`src/rtl/bgd_pkg.sv`:
```
`default_nettype none
// ============================================================================
//  Module      : bgd_pkg
//  Description : Shared constants and types for the BGD datapath (multiplier,
//                dot-product accumulator and sigmoid stages).
//  Revision    : 1.0  initial release
// ============================================================================
package bgd_pkg;

    // Datapath widths shared by every BGD stage
    localparam int c_bgd_data_w = 16;
    localparam int c_bgd_acc_w  = 40;
    localparam int c_bgd_cnt_w  = 8;
    localparam int c_bgd_lanes  = 4;

    // Signed saturation limits of a c_bgd_data_w result
    localparam logic signed [c_bgd_data_w-1:0] c_bgd_sat_max =
        {1'b0, {(c_bgd_data_w-1){1'b1}}};
    localparam logic signed [c_bgd_data_w-1:0] c_bgd_sat_min =
        {1'b1, {(c_bgd_data_w-1){1'b0}}};

    // Control flags travelling alongside a beat through the pipeline
    typedef struct packed {
        logic valid;
        logic last;
    } bgd_beat_flags_t;

endpackage : bgd_pkg
`default_nettype wire

```
`src/rtl/bgd_lane_sum.sv`:
```
`default_nettype none
// ============================================================================
//  Module      : bgd_lane_sum
//  Description : Combinational adder tree summing LANES signed products,
//                each sign-extended to the accumulator width.
//  Revision    : 1.0  initial release
// ============================================================================
module bgd_lane_sum #(
    parameter int LANES  = 4,
    parameter int DATA_W = 16,
    parameter int ACC_W  = 40
) (
    input  logic [LANES*DATA_W-1:0] i_data,
    output logic signed [ACC_W-1:0] o_sum
);

    logic signed [ACC_W-1:0] w_ext [LANES];

    // Sign-extend every lane to the accumulator width
    for (genvar k = 0; k < LANES; k++) begin : g_ext
        assign w_ext[k] = {{(ACC_W-DATA_W){i_data[k*DATA_W+DATA_W-1]}},
                           i_data[k*DATA_W +: DATA_W]};
    end

    // Sum all extended lanes; headroom in ACC_W keeps this exact
    always_comb begin
        o_sum = '0;
        for (int k = 0; k < LANES; k++) begin
            o_sum = o_sum + w_ext[k];
        end
    end

endmodule : bgd_lane_sum
`default_nettype wire

```
`src/rtl/bgd_dot_accum.sv`:
```
`default_nettype none
// ============================================================================
//  Module      : bgd_dot_accum
//  Description : Two-stage dot-product accumulator. Stage 1 registers the lane
//                sum of each beat, stage 2 accumulates beats of a vector and
//                emits a saturated result with its beat count on the last beat.
//                The whole pipeline stalls while a result is held unaccepted.
//  Revision    : 1.0  initial release
// ============================================================================
module bgd_dot_accum
    import bgd_pkg::*;
#(
    parameter int LANES  = c_bgd_lanes,
    parameter int DATA_W = c_bgd_data_w,
    parameter int ACC_W  = c_bgd_acc_w,
    parameter int CNT_W  = c_bgd_cnt_w
) (
    input  logic                    clk,
    input  logic                    reset,
    input  logic                    in_valid,
    output logic                    in_ready,
    input  logic [LANES*DATA_W-1:0] in_data,
    input  logic                    in_last,
    output logic                    mul_ce,
    output logic                    out_valid,
    input  logic                    out_ready,
    output logic [DATA_W-1:0]       out_data,
    output logic                    out_sat,
    output logic [CNT_W-1:0]        out_count
);

    // Clamp limits at accumulator width; equal c_bgd_sat_max/min at the default width
    localparam logic signed [ACC_W-1:0] c_sat_max =
        {{(ACC_W-DATA_W+1){1'b0}}, {(DATA_W-1){1'b1}}};
    localparam logic signed [ACC_W-1:0] c_sat_min =
        {{(ACC_W-DATA_W+1){1'b1}}, {(DATA_W-1){1'b0}}};
    localparam logic [CNT_W-1:0]        c_cnt_max = '1;

    logic                    w_ce;
    logic signed [ACC_W-1:0] w_lane_sum;
    logic                    w_start;
    logic signed [ACC_W-1:0] w_acc_next;
    logic [CNT_W-1:0]        w_cnt_next;
    logic signed [ACC_W-1:0] w_clamped;
    logic                    w_clamp_hit;

    logic signed [ACC_W-1:0] s1_sum_q,     s1_sum_d;
    bgd_beat_flags_t         s1_flags_q,   s1_flags_d;
    logic signed [ACC_W-1:0] acc_q,        acc_d;
    logic [CNT_W-1:0]        cnt_q,        cnt_d;
    logic                    acc_last_q,   acc_last_d;
    logic                    acc_busy_q,   acc_busy_d;
    logic                    out_valid_q,  out_valid_d;
    logic [DATA_W-1:0]       out_data_q,   out_data_d;
    logic                    out_sat_q,    out_sat_d;
    logic [CNT_W-1:0]        out_count_q,  out_count_d;

    bgd_lane_sum #(
        .LANES  (LANES),
        .DATA_W (DATA_W),
        .ACC_W  (ACC_W)
    ) u_lane_sum (
        .i_data (in_data),
        .o_sum  (w_lane_sum)
    );

    // Whole pipeline advances unless a held result is blocking the output
    assign w_ce      = !(out_valid_q && !out_ready);
    assign in_ready  = w_ce;
    assign mul_ce    = w_ce;
    assign out_valid = out_valid_q;
    assign out_data  = out_data_q;
    assign out_sat   = out_sat_q;
    assign out_count = out_count_q;

    // Next accumulator/count for the beat in stage 1, and its clamped value
    always_comb begin
        w_start     = acc_last_q || !acc_busy_q;
        w_acc_next  = w_start ? s1_sum_q : acc_q + s1_sum_q;
        if (w_start) begin
            w_cnt_next = CNT_W'(1);
        end else if (cnt_q == c_cnt_max) begin
            w_cnt_next = cnt_q;
        end else begin
            w_cnt_next = cnt_q + CNT_W'(1);
        end
        w_clamped   = w_acc_next;
        w_clamp_hit = 1'b0;
        if (w_acc_next > c_sat_max) begin
            w_clamped   = c_sat_max;
            w_clamp_hit = 1'b1;
        end else if (w_acc_next < c_sat_min) begin
            w_clamped   = c_sat_min;
            w_clamp_hit = 1'b1;
        end
    end

    // Pipeline next-state: everything holds while ce is low
    always_comb begin
        s1_sum_d    = s1_sum_q;
        s1_flags_d  = s1_flags_q;
        acc_d       = acc_q;
        cnt_d       = cnt_q;
        acc_last_d  = acc_last_q;
        acc_busy_d  = acc_busy_q;
        out_valid_d = out_valid_q;
        out_data_d  = out_data_q;
        out_sat_d   = out_sat_q;
        out_count_d = out_count_q;
        if (w_ce) begin
            if (in_valid) begin
                s1_sum_d = w_lane_sum;
            end
            s1_flags_d.valid = in_valid;
            s1_flags_d.last  = in_valid && in_last;
            if (s1_flags_q.valid) begin
                acc_d      = w_acc_next;
                cnt_d      = w_cnt_next;
                acc_last_d = s1_flags_q.last;
                acc_busy_d = 1'b1;
            end
            out_valid_d = s1_flags_q.valid && s1_flags_q.last;
            if (s1_flags_q.valid && s1_flags_q.last) begin
                out_data_d  = w_clamped[DATA_W-1:0];
                out_sat_d   = w_clamp_hit;
                out_count_d = w_cnt_next;
            end
        end
    end

    // State registers; reset overrides the pipeline enable
    always_ff @(posedge clk) begin
        if (reset) begin
            s1_sum_q    <= '0;
            s1_flags_q  <= '0;
            acc_q       <= '0;
            cnt_q       <= '0;
            acc_last_q  <= 1'b0;
            acc_busy_q  <= 1'b0;
            out_valid_q <= 1'b0;
            out_data_q  <= '0;
            out_sat_q   <= 1'b0;
            out_count_q <= '0;
        end else begin
            s1_sum_q    <= s1_sum_d;
            s1_flags_q  <= s1_flags_d;
            acc_q       <= acc_d;
            cnt_q       <= cnt_d;
            acc_last_q  <= acc_last_d;
            acc_busy_q  <= acc_busy_d;
            out_valid_q <= out_valid_d;
            out_data_q  <= out_data_d;
            out_sat_q   <= out_sat_d;
            out_count_q <= out_count_d;
        end
    end

endmodule : bgd_dot_accum
`default_nettype wire
```
`config.mk`:
```
export PLATFORM = sky130hd
export DESIGN_NAME = bgd_dot_accum
export DESIGN_NICKNAME = d
export VERILOG_FILES = /design/src/rtl/bgd_pkg.sv /design/src/rtl/bgd_lane_sum.sv /design/src/rtl/bgd_dot_accum.sv
export SDC_FILE = /design/constraint.sdc
export NUM_CORES = 1
export LEC_CHECK = 0
export CORE_ASPECT_RATIO = 1.25
export CORE_MARGIN = 10
export CORE_UTILIZATION = 52
export CTS_CLUSTER_DIAMETER = 40
export DETAILED_ROUTE_END_ITERATION = 7
export PLACE_DENSITY_LB_ADDON = 0.15
export RECOVER_POWER = 50
export SKIP_CTS_REPAIR_TIMING = 1
export SLEW_MARGIN = 15
export SYNTH_ARGS = -nofsm -noshare
export SYNTH_HDL_FRONTEND = slang
export SYNTH_SLANG_ARGS = --single-unit
```
`constraint.sdc`:
```
create_clock -name clk -period 6.2 [get_ports clk]
set_input_delay 1.24 -clock clk [delete_from_list [all_inputs] [get_ports clk]]
set_output_delay 1.24 -clock clk [all_outputs]
set_load 0.01 [all_outputs]
```
==> summary.txt <==
Critical path
  – Critical path type: input pin to flip-flop
  – CP endpoint kind: flip-flop
  – Startpoint Class: input pin
  – CP max FO: 4
  – Most common cell on crit path: a21oi_1
  – Critical Path RT: 6.55 ns
  – Largest stage delay, worst path: ~0.53 ns
  – Critical Path AT: 6.05 ns
  – Crit-path slowest cell: fa_1

Synth
  – Most area-consuming cells after synthesis: dfxtp_1, ha_1, nor2_1
  – Synthesized flop and latch total: around 120
  – Complex-gate fraction of the synthesized area: 0.2576
  – Fraction of synthesized cell area in xor and xnor cells: 0.04371
  – Mean post-synth cell area: 7.605 µm²
  – Register area share after synthesis: 0.2563
  – Synth cell count leaders: nor2_1, nand2_1, a21oi_1, dfxtp_1, ha_1
  – Largest family of logic cells by synthesized area: compound AO/OA/AOI/OAI gates
  – Async SR Flop Fraction: 0
  – Cell Area, Synth: 0.009218 mm²
  – Cells after Synth: about 1200
  – Post-synth top area share: 0.2563
  – Syn nets: 1374
  – Number of synthesis warnings: 0
  – Synth Flop Type: dfxtp_1
  – Post-Synth Adder-Cell Area: 0.1417
  – Synth Area in Simple Gates: 0.2485
  – Mux share of post-synthesis cell area: 0.007873
  – Synth area leader: dfxtp_1
  – Post-synth EDFFs: 0
  – Count leader, synth: nor2_1
  – Netlist cell types: just over 80

Route
  – Residual DRC count: 0
  – Vias/cell: 5.986
  – Post-Route WL: ~27000 µm
  – Final ANT Viol Nets: 0
  – DRT Pass-1 Iters: 5
  – Vias: slightly above 9000
  – Routed WL per cell: 17.73 µm
  – DR iter-0 viols: 547

Power
  – Clk pwr share: 0.299
  – Psw: 1.285 mW
  – Pwr/cell area: approximately 300 mW/mm²
  – Peak supply drop: ~0.22 mV
  – Total power: roughly 3.3 mW
  – Seq pwr share: 0.290
  – Leakage: roughly 4.4 nW
  – Sw frac: 0.3924
  – Gate power share: 0.411
  – Internal: 1.990 mW

Timing
  – Period utilization: 0.9188
  – Setup TNS: 0 ns
  – Max Slew Vio Count: 100
  – Slew @ Worst Pin: 3.356 ns
  – Clock Skew: 0.01096 ns
  – Minimum clock period after layout: about 5.7 ns
  – Fmax: 175.6 MHz
  – Slew Limit Headroom: -1.237
  – Hold Vio Cnt, Final: 0
  – RSZ-0062 raised after global routing: no
  – Final Worst Setup Slack: about 0.50 ns
  – Final setup viols: 0

Floorplanning
  – I/O Pins: 97
  – Core area: 0.01743 mm²
  – Starting Density: 0.5288
  – Rows: 54
  – Die extent in y: around 170 µm
  – Die W: 139.1 µm
  – Die area: 0.02349 mm²

Status
  – Status: finished with violations
  – Failing checks: max-capacitance violations, max-slew violations

Clock tree
  – Number of buffers created by CTS: 17
  – CTS Sinks: 118
  – Root buffer cell: clkbuf_16
  – CTS max path bufs: 2
  – Clock Latency Late Sink: 0.43 ns
  – H-tree lvl count: 4
  – Reg clk slew, reported paths: ~0.070 ns
  – TritonCTS clock tree: done

Placed design
  – Detailed-placement wirelength estimate: 20670 µm
  – Port bufs: 96
  – Pre-CTS setup slack: -0.2740 ns
  – Placed cell count: 1485
  – Placer congestion estimate: 0.9710

GRT
  – Grt ovf: 0
  – First-pass GRT wire length: 43830 µm
  – Initial antenna violation count: 0
  – GRT Util Overall: 0.2236
  – Vias in the first global route: 8716
  – Largest net degree at the start of global routing: 71

Layout
  – Final-stage net count: 1442
  – Layout Utilization: 0.6265
  – Filler cells: 1617
  – Final Non-Filler Cells: approximately 1500
  – Share of cells above drive strength 1: 0.07115
  – Diode count: 0
  – Synthesis-to-finish area growth: 18.49%

Min path
  – Hold WC Path Type: flip-flop to flip-flop

Flow run
  – Max Cap Viol: 2
## worst max-delay path: cells and delay by family
kind	cells	cell delay, ns
adder cells (fa/ha/maj)	3	0.95
XOR/XNOR	1	0.10
AND/OR/NAND/NOR	3	0.22
AO/OA/AOI/OAI	14	2.61
buffers and inverters	5	0.89
## flip-flops by register name (all words and copies together) (netlist names)
register,cells
acc_q,40
out_sat,1
s1_flags_q,2
cnt_q,8
out_data,16
acc_busy_q,1
out_valid,1
out_count,8
acc_last_q,1
s1_sum_q,40
## layout by cell type, fill, tap and decap left out, types with 6 or more instances in the layout
master and n:
nor2_1 193, nand2_1 141, a21oi_1 119, dfxtp_1 118, ha_1 74, clkdlybuf4s50_1 68, a211oi_1 39, o21ai_0 38
inv_1 33, nor3_1 31, xnor2_1 31, dlygate4sd3_1 27, nand4_1 23, nand3_1 21, buf_4 20, fa_1 19
a21o_1 17, clkbuf_16 17, xor2_1 15, o21ai_1 14, o22ai_1 14, o21a_1 12, o31ai_1 10, and2_1 10
a31oi_1 9, nor3b_2 9, o21bai_1 8, and3_1 8, o211ai_1 8, nor2b_1 7, nand2b_1 7, nor4_1 7
nor3b_1 7, inv_6 7, o31a_1 6
## per-stage QoR
stage | hold WS [ns] | cell area (µm²)
final | 0.4503 | 10920
after floorplan | 0.4356 | 9218
after detailed placement | 0.4470 | 10350
after CTS | 0.4563 | 10930
after global placement | 0.4425 | 10350
after global routing | 0.4712 | 10920
## cell type report
class	count	area, µm²	area share
Multi-Input combinational cell	991	6460	0.5915
Inverter	34	127.6	0.01169
Tap cell	224	280.3	0.02566
Sequential cell	118	2362	0.2163
Timing Repair Buffer	118	1112	0.1018
Clock inverter	15	153.9	0.01409
Clock buffer	17	425.4	0.03895
## power by group through the flow
stage	Clock [mW]	Sequential, mW	Combinational, mW
2_1_floorplan	0	0.916	1.00
3_3_place_gp	0	0.960	1.31
3_5_place_dp	0	0.962	1.33
4_1_cts	0.990	0.947	1.34
5_1_grt	1.02	0.958	1.51
6_report	0.980	0.948	1.35
## cell families (layout without fill, tap and decap cells)
logic type                 count (synthesis)  after routing
DFF                                      118            118
and+or+nand+nor                          491            491
buffers and inverters                    103            184
adders and majority gates                 93             93
xor gates and xnor gates                  46             46
muxes                                      7              7
AOI/OAI and AO/OA                        354            354
## metal layers
layer	routed length [µm]	GRT usage	part of all wire
met1	11440	0.2585	0.43
met2	12470	0.3776	0.46
met3	1862	0.05683	0.069
met4	1117	0.1072	0.042
met5	0	0	0
## path summary, 6_finish.rpt
kind                                                   to  slack (ns)                 startpoint  cells past startpoint
worst max-delay path            s1_sum_q[17]$_SDFFE_PP0P_        0.50                 in_data[1]                     26
worst min-delay path            out_count[7]$_SDFFE_PP0P_        0.45  out_count[7]$_SDFFE_PP0P_                      2
worst max register to register  out_data[13]$_SDFFE_PP0P_        1.30   s1_sum_q[0]$_SDFFE_PP0P_                     13
worst min register to register  out_count[7]$_SDFFE_PP0P_        0.45  out_count[7]$_SDFFE_PP0P_                      2
Power figures use the tool's default switching activity.
